## config.mk

```make
export PLATFORM = sky130hd
export DESIGN_NAME = bus_slave
export DESIGN_NICKNAME = d
export VERILOG_FILES = /design/src/rtl/bus_pkg.sv /design/src/rtl/counter.sv /design/src/rtl/bus_slave.sv
export SDC_FILE = /design/constraint.sdc
export NUM_CORES = 1
export LEC_CHECK = 0
export BUFFER_PORTS_ARGS = -buffer_cell sky130_fd_sc_hd__buf_2
export CORE_MARGIN = 2
export CORE_UTILIZATION = 40
export CTS_CLUSTER_DIAMETER = 120
export DETAILED_ROUTE_END_ITERATION = 7
export HOLD_SLACK_MARGIN = 0.05
export SETUP_SLACK_MARGIN = 0.4
export SLEW_MARGIN = 5
export SYNTH_ARGS = -nofsm -noshare
export SYNTH_HDL_FRONTEND = slang
export SYNTH_SLANG_ARGS = --single-unit
```

## constraint.sdc

```tcl
create_clock -name CLK -period 2.5 [get_ports CLK]
set_input_delay 0.25 -clock CLK [delete_from_list [all_inputs] [get_ports CLK]]
set_output_delay 0.25 -clock CLK [all_outputs]
set_load 0.03 [all_outputs]
```

## src/rtl/bus_pkg.sv

```systemverilog
// Definitions shared by the serial address/data bus master and slave.
package bus_pkg;
  localparam int ADDR_W  = 16;
  localparam int DATA_W  = 8;
  localparam int ACK_WIN = 4;
  localparam int ID_W    = 4;
  localparam int OFF_W   = ADDR_W - ID_W;
  localparam int CNT_W   = 4;

  localparam logic [CNT_W-1:0] CNT_ADDR_LAST = CNT_W'(ADDR_W - 1);
  localparam logic [CNT_W-1:0] CNT_DATA_LAST = CNT_W'(DATA_W - 1);
  localparam logic [CNT_W-1:0] CNT_WIN_LAST  = CNT_W'(ACK_WIN - 1);

  typedef enum logic [2:0] {
    ST_IDLE,
    ST_ADDR,
    ST_ACKA,
    ST_WDATA,
    ST_READ,
    ST_ACKW
  } bus_state_t;
endpackage

```

## src/rtl/counter.sv

```systemverilog
// Free-running up counter with synchronous clear (clear wins over enable).
module counter #(
  parameter int WIDTH = 4
) (
  input  logic             CLK,
  input  logic             RSTN,
  input  logic             clr_i,
  input  logic             en_i,
  output logic [WIDTH-1:0] count_o
);
  logic [WIDTH-1:0] count_q;

  // NOTE: sequential state uses non-blocking assignments so every flop samples pre-edge values.
  always_ff @(posedge CLK or negedge RSTN) begin
    if (!RSTN) begin
      count_q <= '0;
    end else if (clr_i) begin
      count_q <= '0;
    end else if (en_i) begin
      count_q <= count_q + WIDTH'(1);
    end
  end

  assign count_o = count_q;
endmodule

```

## src/rtl/bus_slave.sv

```systemverilog
// Serial bus target: deserialises the address and write data, serialises read data
// and bridges each frame addressed to SLAVE_ID onto a byte-wide local port.
module bus_slave
  import bus_pkg::*;
#(
  parameter logic [ID_W-1:0] SLAVE_ID = 4'h0,
  parameter int              TIMEOUT  = 64
) (
  input  logic              CLK,
  input  logic              RSTN,
  input  logic              B_UTIL,
  input  logic              B_RW,
  input  logic              B_BUS_IN,
  output logic              B_BUS_OUT,
  output logic              B_ACK,
  output logic [OFF_W-1:0]  S_ADDR,
  output logic [DATA_W-1:0] S_WDATA,
  output logic              S_WE,
  output logic              S_RE,
  input  logic [DATA_W-1:0] S_RDATA,
  output logic              S_BSY
);
  localparam int               TO_W        = $clog2(TIMEOUT + 1);
  localparam logic [TO_W-1:0]  TO_LAST     = TO_W'(TIMEOUT - 1);
  localparam int               BIT_W       = $clog2(DATA_W);
  localparam logic [CNT_W-1:0] CNT_RD_CAPT = CNT_W'(1);

  bus_state_t        state_q;
  logic [ADDR_W-1:0] addr_q;
  logic [DATA_W-1:0] wdata_q;
  logic [DATA_W-1:0] tx_q;
  logic [TO_W-1:0]   to_q;
  logic              rw_q, match_q;
  logic              b_bus_out_q, b_ack_q, s_we_q, s_re_q, s_bsy_q;

  logic [CNT_W-1:0]  cnt;
  logic [BIT_W-1:0]  bit_idx;
  logic              cnt_clr, cnt_en, id_match, to_hit;

  // Address arrives LSB first, so the device select is complete only with bit 15 on the wire.
  assign id_match = ({B_BUS_IN, addr_q[ADDR_W-1 -: ID_W-1]} == SLAVE_ID);
  assign to_hit   = (to_q == TO_LAST);
  assign bit_idx  = cnt[BIT_W-1:0];

  counter #(.WIDTH(CNT_W)) u_bit_cnt (
    .CLK     (CLK),
    .RSTN    (RSTN),
    .clr_i   (cnt_clr),
    .en_i    (cnt_en),
    .count_o (cnt)
  );

  // NOTE: both outputs get a default first so no path through the case infers a latch.
  always_comb begin
    cnt_clr = 1'b0;
    cnt_en  = 1'b0;
    case (state_q)
      ST_IDLE:  cnt_en = B_UTIL;
      ST_ADDR: begin
        cnt_clr = !B_UTIL || (cnt == CNT_ADDR_LAST);
        cnt_en  = !cnt_clr;
      end
      ST_ACKA, ST_ACKW: begin
        cnt_clr = (cnt == CNT_WIN_LAST);
        cnt_en  = !cnt_clr;
      end
      ST_WDATA, ST_READ: begin
        cnt_clr = B_UTIL ? (cnt == CNT_DATA_LAST) : to_hit;
        cnt_en  = B_UTIL && !cnt_clr;
      end
      default:  cnt_clr = 1'b1;
    endcase
  end

  always_ff @(posedge CLK or negedge RSTN) begin
    if (!RSTN) begin
      state_q     <= ST_IDLE;
      addr_q      <= '0;
      wdata_q     <= '0;
      tx_q        <= '0;
      to_q        <= '0;
      rw_q        <= 1'b0;
      match_q     <= 1'b0;
      b_bus_out_q <= 1'b0;
      b_ack_q     <= 1'b0;
      s_we_q      <= 1'b0;
      s_re_q      <= 1'b0;
      s_bsy_q     <= 1'b0;
    end else begin
      s_we_q <= 1'b0;
      s_re_q <= 1'b0;
      case (state_q)
        ST_IDLE: if (B_UTIL) begin
          addr_q  <= {B_BUS_IN, addr_q[ADDR_W-1:1]};
          state_q <= ST_ADDR;
          s_bsy_q <= 1'b1;
        end
        ST_ADDR: if (!B_UTIL) begin
          state_q <= ST_IDLE;
          s_bsy_q <= 1'b0;
        end else begin
          addr_q <= {B_BUS_IN, addr_q[ADDR_W-1:1]};
          if (cnt == CNT_ADDR_LAST) begin
            state_q <= ST_ACKA;
            rw_q    <= B_RW;
            match_q <= id_match;
            s_re_q  <= id_match && !B_RW;
          end
        end
        ST_ACKA: begin
          to_q    <= '0;
          b_ack_q <= match_q && (cnt != CNT_WIN_LAST);
          if (match_q && !rw_q && (cnt == CNT_RD_CAPT)) tx_q <= S_RDATA;
          if (cnt == CNT_WIN_LAST) begin
            if (!match_q) begin
              state_q <= ST_IDLE;
              s_bsy_q <= 1'b0;
            end else if (rw_q) begin
              state_q <= ST_WDATA;
            end else begin
              state_q     <= ST_READ;
              b_bus_out_q <= tx_q[0];
            end
          end
        end
        ST_WDATA: if (B_UTIL) begin
          wdata_q <= {B_BUS_IN, wdata_q[DATA_W-1:1]};
          to_q    <= '0;
          if (cnt == CNT_DATA_LAST) begin
            state_q <= ST_ACKW;
            s_we_q  <= 1'b1;
          end
        end else if (to_hit) begin
          state_q <= ST_IDLE;
          s_bsy_q <= 1'b0;
          to_q    <= '0;
        end else begin
          to_q <= to_q + TO_W'(1);
        end
        // A master hold leaves the current bit on the wire until the next B_UTIL cycle.
        ST_READ: if (B_UTIL) begin
          to_q <= '0;
          if (cnt == CNT_DATA_LAST) begin
            state_q     <= ST_IDLE;
            s_bsy_q     <= 1'b0;
            b_bus_out_q <= 1'b0;
          end else begin
            b_bus_out_q <= tx_q[bit_idx + BIT_W'(1)];
          end
        end else if (to_hit) begin
          state_q     <= ST_IDLE;
          s_bsy_q     <= 1'b0;
          b_bus_out_q <= 1'b0;
          to_q        <= '0;
        end else begin
          to_q <= to_q + TO_W'(1);
        end
        ST_ACKW: begin
          b_ack_q <= (cnt != CNT_WIN_LAST);
          if (cnt == CNT_WIN_LAST) begin
            state_q <= ST_IDLE;
            s_bsy_q <= 1'b0;
          end
        end
        default: begin
          state_q     <= ST_IDLE;
          s_bsy_q     <= 1'b0;
          b_ack_q     <= 1'b0;
          b_bus_out_q <= 1'b0;
        end
      endcase
    end
  end

  assign B_BUS_OUT = b_bus_out_q;
  assign B_ACK     = b_ack_q;
  assign S_ADDR    = addr_q[OFF_W-1:0];
  assign S_WDATA   = wdata_q;
  assign S_WE      = s_we_q;
  assign S_RE      = s_re_q;
  assign S_BSY     = s_bsy_q;
endmodule

```

======== After elaboration in Yosys (flattened, before gate mapping) ========
Index checks and enable logic that the tools add are counted.
word-level totals
  flip-flop bits (word level) ............. 53
  bits of input ports ..................... 13
  output and inout bits ................... 25
operators by class
  $add $sub $neg .......................... 3
  order comparisons ....................... 1
  equality and inequality tests ........... 23
  muxes and demuxes ....................... 47
  bitwise gates (word level) .............. 1
  reductions and logical operators ........ 28
operators by type and width
  cell                   number
  $mux W3                12
  $mux W1                23
  $pmux W3 S6            1
  $ne A2 B2 Y1 const B   8
  $mux W7                2
  $pmux W7 S2            1
  $ne A3 B3 Y1 const B   4
  $mux W4                2
  $pmux W1 S4            2
  $reduce_or A4 Y1       2
  $add A7 B1 Y7 const B  1
  $eq A7 B6 Y1 const B   1
  $reduce_and A7 Y1      1
  $eq A3 B2 Y1 const B   2
  $eq A3 B3 Y1 const B   2
  $logic_not A1 Y1       6
  $pmux W1 S3            2
  $pmux W1 S6            1
  $reduce_and A2 Y1      3
  $reduce_and A6 Y1      1
  $reduce_or A2 Y1       3
  $logic_and A1 B1 Y1    5
  $reduce_and A5 Y1      1
  $add A4 B1 Y4 const B  1
  other kinds (15)       16

======== Longest topological paths before layout ========
  word-level depth ........................ 7
  mapped depth ............................ 7

======== By module ========
From an unflattened synthesis, not the netlist that was laid out.
second synthesis, totals
  cell total of the unflattened synthesis .. 231
  area total of the unflattened synthesis .. 2757.6 um^2
by module, submodules not included
  module     instances  cells an instance  area an instance (um^2)  sequential area each (um^2)
  bus_slave  1          215                2565.0                   1226.2
  counter    1          16                 192.7                    100.1

======== Least setup slack after synthesis ========
Ideal clock, no wire load.
  path kind ............................... register -> register
  from .................................... reg u_bit_cnt.count_q[0] (netlist: u_bit_cnt.count_o[0])
  to ...................................... reg state_q[0]
  data arrival time ....................... 1644 ps
  data required time ...................... 2379 ps
  slack ................................... 735 ps
  stages on the path, launching flop included .. 6
  buffers on the path ..................... 0
  cell sequence ........................... dfrtp_1 ha_1 or3b_1 o21ai_2 nand3_1 a22o_1
between the ends
  longest elaborated chain between the ends .. 3
  elaborated cells between the ends (all ways) .. 9
  those cells by class .................... eq/ne (8); reduce/logical (1)
ends and longest elaborated chain
  what                                                                  line                                text
  start: declaration                                                    counter.sv:11                       logic [WIDTH-1:0] count_q;
  start signal: assignment                                              counter.sv:20                       count_q <= count_q + WIDTH'(1);
  $eq A4 B3 Y1, or another cell as far along                            bus_slave.sv:129, bus_slave.sv:143
  $ne A3 B3 Y1 (no source line) / $ne A2 B2 Y1 (equally long branches)  n/a
  $reduce_and A6 Y1 (no source line) *                                  n/a
  end signal: assignment                                                bus_slave.sv:130                    state_q <= ST_ACKW;
  end signal: assignment                                                bus_slave.sv:134                    state_q <= ST_IDLE;
  end signal: assignment                                                bus_slave.sv:144                    state_q <= ST_IDLE;
  end: declaration                                                      bus_slave.sv:28                     bus_state_t state_q;
Mark *: on every way between the ends. The rest lies on a longest branch, timed or not.
A chain may end at the register's enable or synchronous reset.

======== Worst setup path after layout ========
  from .................................... reg state_q[2]
  to ...................................... reg state_q[1]
between the ends
  longest elaborated chain between the ends .. 3
  elaborated cells between the ends (all ways) .. 14
  those cells by class .................... eq/ne (11); mux (1); reduce/logical (2)
ends and longest elaborated chain
  what                                                                  line             text
  start signal: assignment                                              bus_slave.sv:77  state_q <= ST_IDLE;
  start signal: assignment                                              bus_slave.sv:95  state_q <= ST_ADDR;
  start signal: assignment                                              bus_slave.sv:99  state_q <= ST_IDLE;
  $eq A3 B2 Y1, or another cell as far along                            bus_slave.sv:92  case (state_q)
  $ne A3 B3 Y1 (no source line) / $ne A2 B2 Y1 (equally long branches)  n/a
  $reduce_and A6 Y1 (no source line)                                    n/a
Several ways; a longest one is shown, not always the timed one.

==> results.txt <==
----------------------------------------------------
[Die]
  DIE AREA ... 0.00738 sq mm
  Ports ... 38
  Starting density of the core ... 0.418
  Height of the chip ... 85.9 um
  Horizontal extent of the die ... 85.9 um
  CORE AREA ... 0.00642 sq mm
  Site row count ... 29

[Logic synthesis]
  Arithmetic-cell share of the synthesized area counting full adders, half adders and majority gates ... 0.0140
  Synth area leader ... sky130_fd_sc_hd__dfrtp_1
  Avg Synthesized Cell Area ... 11.7 sq um
  Combinational family with the most area after synthesis ... multiplexers
  Number of synthesized flops with an enable pin ... 0
  Xor/xnor share of the synthesized area ... 0.0163
  Compound-Gate Fraction of Synth Area ... 0.118
  Synthesized instance count ... 229
  Async set-reset flop share out of synthesis ... 1.00
  Number of storage elements in the synthesis netlist ... 53
  Area share of the leading cell type in the synthesized netlist ... 0.494
  Area of the mapped netlist ... 0.00268 sq mm
  Proportion of synthesized chip area in sequential cells ... 0.494
  Synth top area cells ... sky130_fd_sc_hd__dfrtp_1 49%, sky130_fd_sc_hd__mux2_2 14%, sky130_fd_sc_hd__buf_4 4.5%, sky130_fd_sc_hd__nand3_1 1.9%, sky130_fd_sc_hd__o21ai_0 1.7%
  Share of cell area taken by muxes after synthesis ... 0.163
  Synth Area in Simple Gates ... 0.130
  Main synth FF type ... sky130_fd_sc_hd__dfrtp_1
  Library cells used by synthesis ... 46
  Synthesized net count ... 245
  Warning count from the yosys run ... 0

[Timing]
  Transition time of the tightest slew-check pin ... 0.561 ns
  Final clock skew ... 0.00761 ns
  Setup repair after global routing missed its margin ... no
  Time the final worst path needs with I/O delays and setup ... 1.95 ns
  Tcrit/Tclk final ... 0.781
  Fmax ... 0.512 GHz
  Final number of setup-violating endpoints ... 0
  Worst relative slew slack ... 0.626
  Summed negative setup slack over all endpoints ... 0 ns
  Fin. max-slew vios ... 0
  Final hold violations ... 0
  Fin Hold WS ... 0.105 ns

[Clocking]
  Total clock sinks ... 53
  Worst-path clk slew ... 0.10 ns
  Clock tree from TritonCTS ... built
  Inserted Clock Buffers ... 5
  Clock root buffer master ... sky130_fd_sc_hd__clkbuf_8
  Clock insertion delay at the later pin of the skew report ... 0.31 ns
  Max Root-Sink Buffers ... 2
  Maximum level of the CTS H-tree ... 2

[Worst setup path]
  Critical path arrival ... 2.15 ns
  Critical path peak fanout ... 13
  Reg-to-reg critical path startpoint ... state_q[2]
  Worst setup slack for register-to-register paths ... 0.55 ns
  CP endpoint kind ... flip-flop
  Critical register-to-register path endpoint ... state_q[1]
  Series of cell instances along the critical path ... nor3b_4, o221ai_2, nand3_1, a21oi_1, o22a_1
  Worst path max stage delay ... 0.67 ns
  Critical-path cell with the highest stage delay ... sky130_fd_sc_hd__dfrtp_1
  Data required time of the critical path ... 2.70 ns
  Worst setup path class ... flip-flop to flip-flop
  Worst r2r path cells ... 5
  Sort of element at the start of the critical path ... flip-flop

[Route]
  Wirelength per Cell ... 14.5 um
  Routed Antenna Nets ... 0
  Vias after detailed routing ... 1810
  Drt pass-1 iters ... 6
  Post-detailed-routing wire length ... 4.87 mm
  Total met2 wirelength after detailed routing ... 2.30 mm
  Number of remaining DRC errors ... 0
  Met1 wire length ... 2.27 mm
  Total length of routed met3 wires ... 215 um
  Highest metal used ... met4
  DR iter-0 viols ... 82
  Via-per-instance ratio ... 5.40

[Run status]
  Result of the run ... finished clean

[Power]
  Total power per unit cell area ... 1140 mW/mm^2
  Static Leak ... 1.33 nW
  Highest ir drop seen on vdd ... 0.460 mV

[Worst hold path]
  Hold WC Path Type ... input port to flip-flop
  Worst hold endpoint ... S_RE
  Cell count of the worst hold path ... 2
  Start point of the worst hold path ... B_RW

[GRT]
  Total Routing Usage GR ... 0.146
  Initial antenna violation count ... 0
  Overflow after GRT ... 0
  Wire length of the first global-routing pass ... 8.61 mm
  Number of global-route vias before repair ... 1743
  Maximum number of pins on one net before global-route repair ... 28

[Final layout]
  Proportion of layout cells with a drive suffix above 1 ... 0.372
  P&R area growth vs syn ... 9.98%
  Most common library cell in the layout ignoring fill and taps ... sky130_fd_sc_hd__dfrtp_1
  Number of filler instances in the final layout ... 590
  Nets ... 273
  Total inserted antenna cells ... 0
  Commonest cells after routing, fill and taps aside ... 51 x sky130_fd_sc_hd__dfrtp_1, 37 x sky130_fd_sc_hd__buf_2, 34 x sky130_fd_sc_hd__mux2_2

[Placement]
  HPWL Detailed ... 3.55 mm
  Number of I/O port buffers ... 37
  Final weighted congestion in routability-driven placement ... 0.816

[Flow run]
  Max_cap viols ... 0

----------------------------------------------------
-- sequential cells by signal, summed over array words and instances (netlist names), 3 cells and up --
signal,flops
state_q,3
addr_q,16
S_WDATA,8
to_q,7
tx_q,8
u_bit_cnt.count_o,4
-- where the power goes --
part           internal (mW)  leakage [nW]  switching, mW
Combinational          0.634         0.619          0.850
Sequential              1.12         0.671          0.286
Clock                  0.199        0.0445          0.285
-- area by class of cell --
cell class	count	area (sq um)	share of cell area
Clock buffer	5	68.8	0.0233
Sequential cell	53	1330	0.450
Clock inverter	3	21.3	0.00721
Tap cell	77	96.3	0.0327
Timing Repair Buffer	41	218	0.0738
Inverter	7	26.3	0.00891
Multi-Input combinational cell	149	1190	0.404
-- worst max-delay path: cells and delay by family, from the launching register on --
family	cells	cell delay, ns
flip-flops	1	0.67
AND/OR/NAND/NOR	2	0.68
AO/OA/AOI/OAI	3	0.49
-- metrics by stage --
stage | cell area, sq um | power, mW | instances | worst slack (ns) | util
CTS | 2940 | 3.40 | 335 | 0.474 | 0.458
finish | 2950 | 3.37 | 335 | 0.549 | 0.459
global route | 2950 | 3.64 | 335 | 0.404 | 0.459
detailed placement | 2840 | 2.90 | 326 | 0.492 | 0.442
floorplan | 2680 | 2.70 | 229 | 0.735 | -
global placement | 2840 | 2.87 | 326 | 0.548 | 0.442
-- how the worst max path moves through the flow --
stage / start / end / slack [ns]
2_1_floorplan: u_bit_cnt.count_o[0] / state_q[0] / 0.74
3_3_place_gp: state_q[1] / tx_q[6] / 0.55
3_5_place_dp: u_bit_cnt.count_o[0] / state_q[0] / 0.49
4_1_cts: u_bit_cnt.count_o[0] / state_q[0] / 0.47
5_1_grt: state_q[2] / state_q[1] / 0.40
6_report: state_q[2] / state_q[1] / 0.55
-- cells in the mapped netlist, drive strengths merged (5+ instances only) --
cell type / instances
o22ai: 5
mux2: 34
buf: 19
nor3b: 6
nand2: 10
a21oi: 8
nor2b: 6
nor3: 7
xnor2: 5
o21ai: 11
nand3: 10
nor2: 10
inv: 7
dfrtp: 53
-- cell families after synthesis --
kind of cell    Yosys count
fa+ha+maj                 3
mux                      37
flops                    53
compound gates           45
buf+inv                  27
simple gates             59
xor+xnor                  5
-- routing by layer --
layer,vias up,global-route usage
li1,875,-
met5,-,0
met3,8,0.0375
met2,41,0.218
met1,886,0.208
met4,0,0.0519
-- repair_timing --
item                       in CTS  in global routing
buffers inserted                0                  0
setup endpoints to repair       0                 15
hold endpoints to repair       10                  0
gates resized for setup         0                  3
hold buffers                    1                  0
No activity file was read; power rests on OpenSTA's default activity.
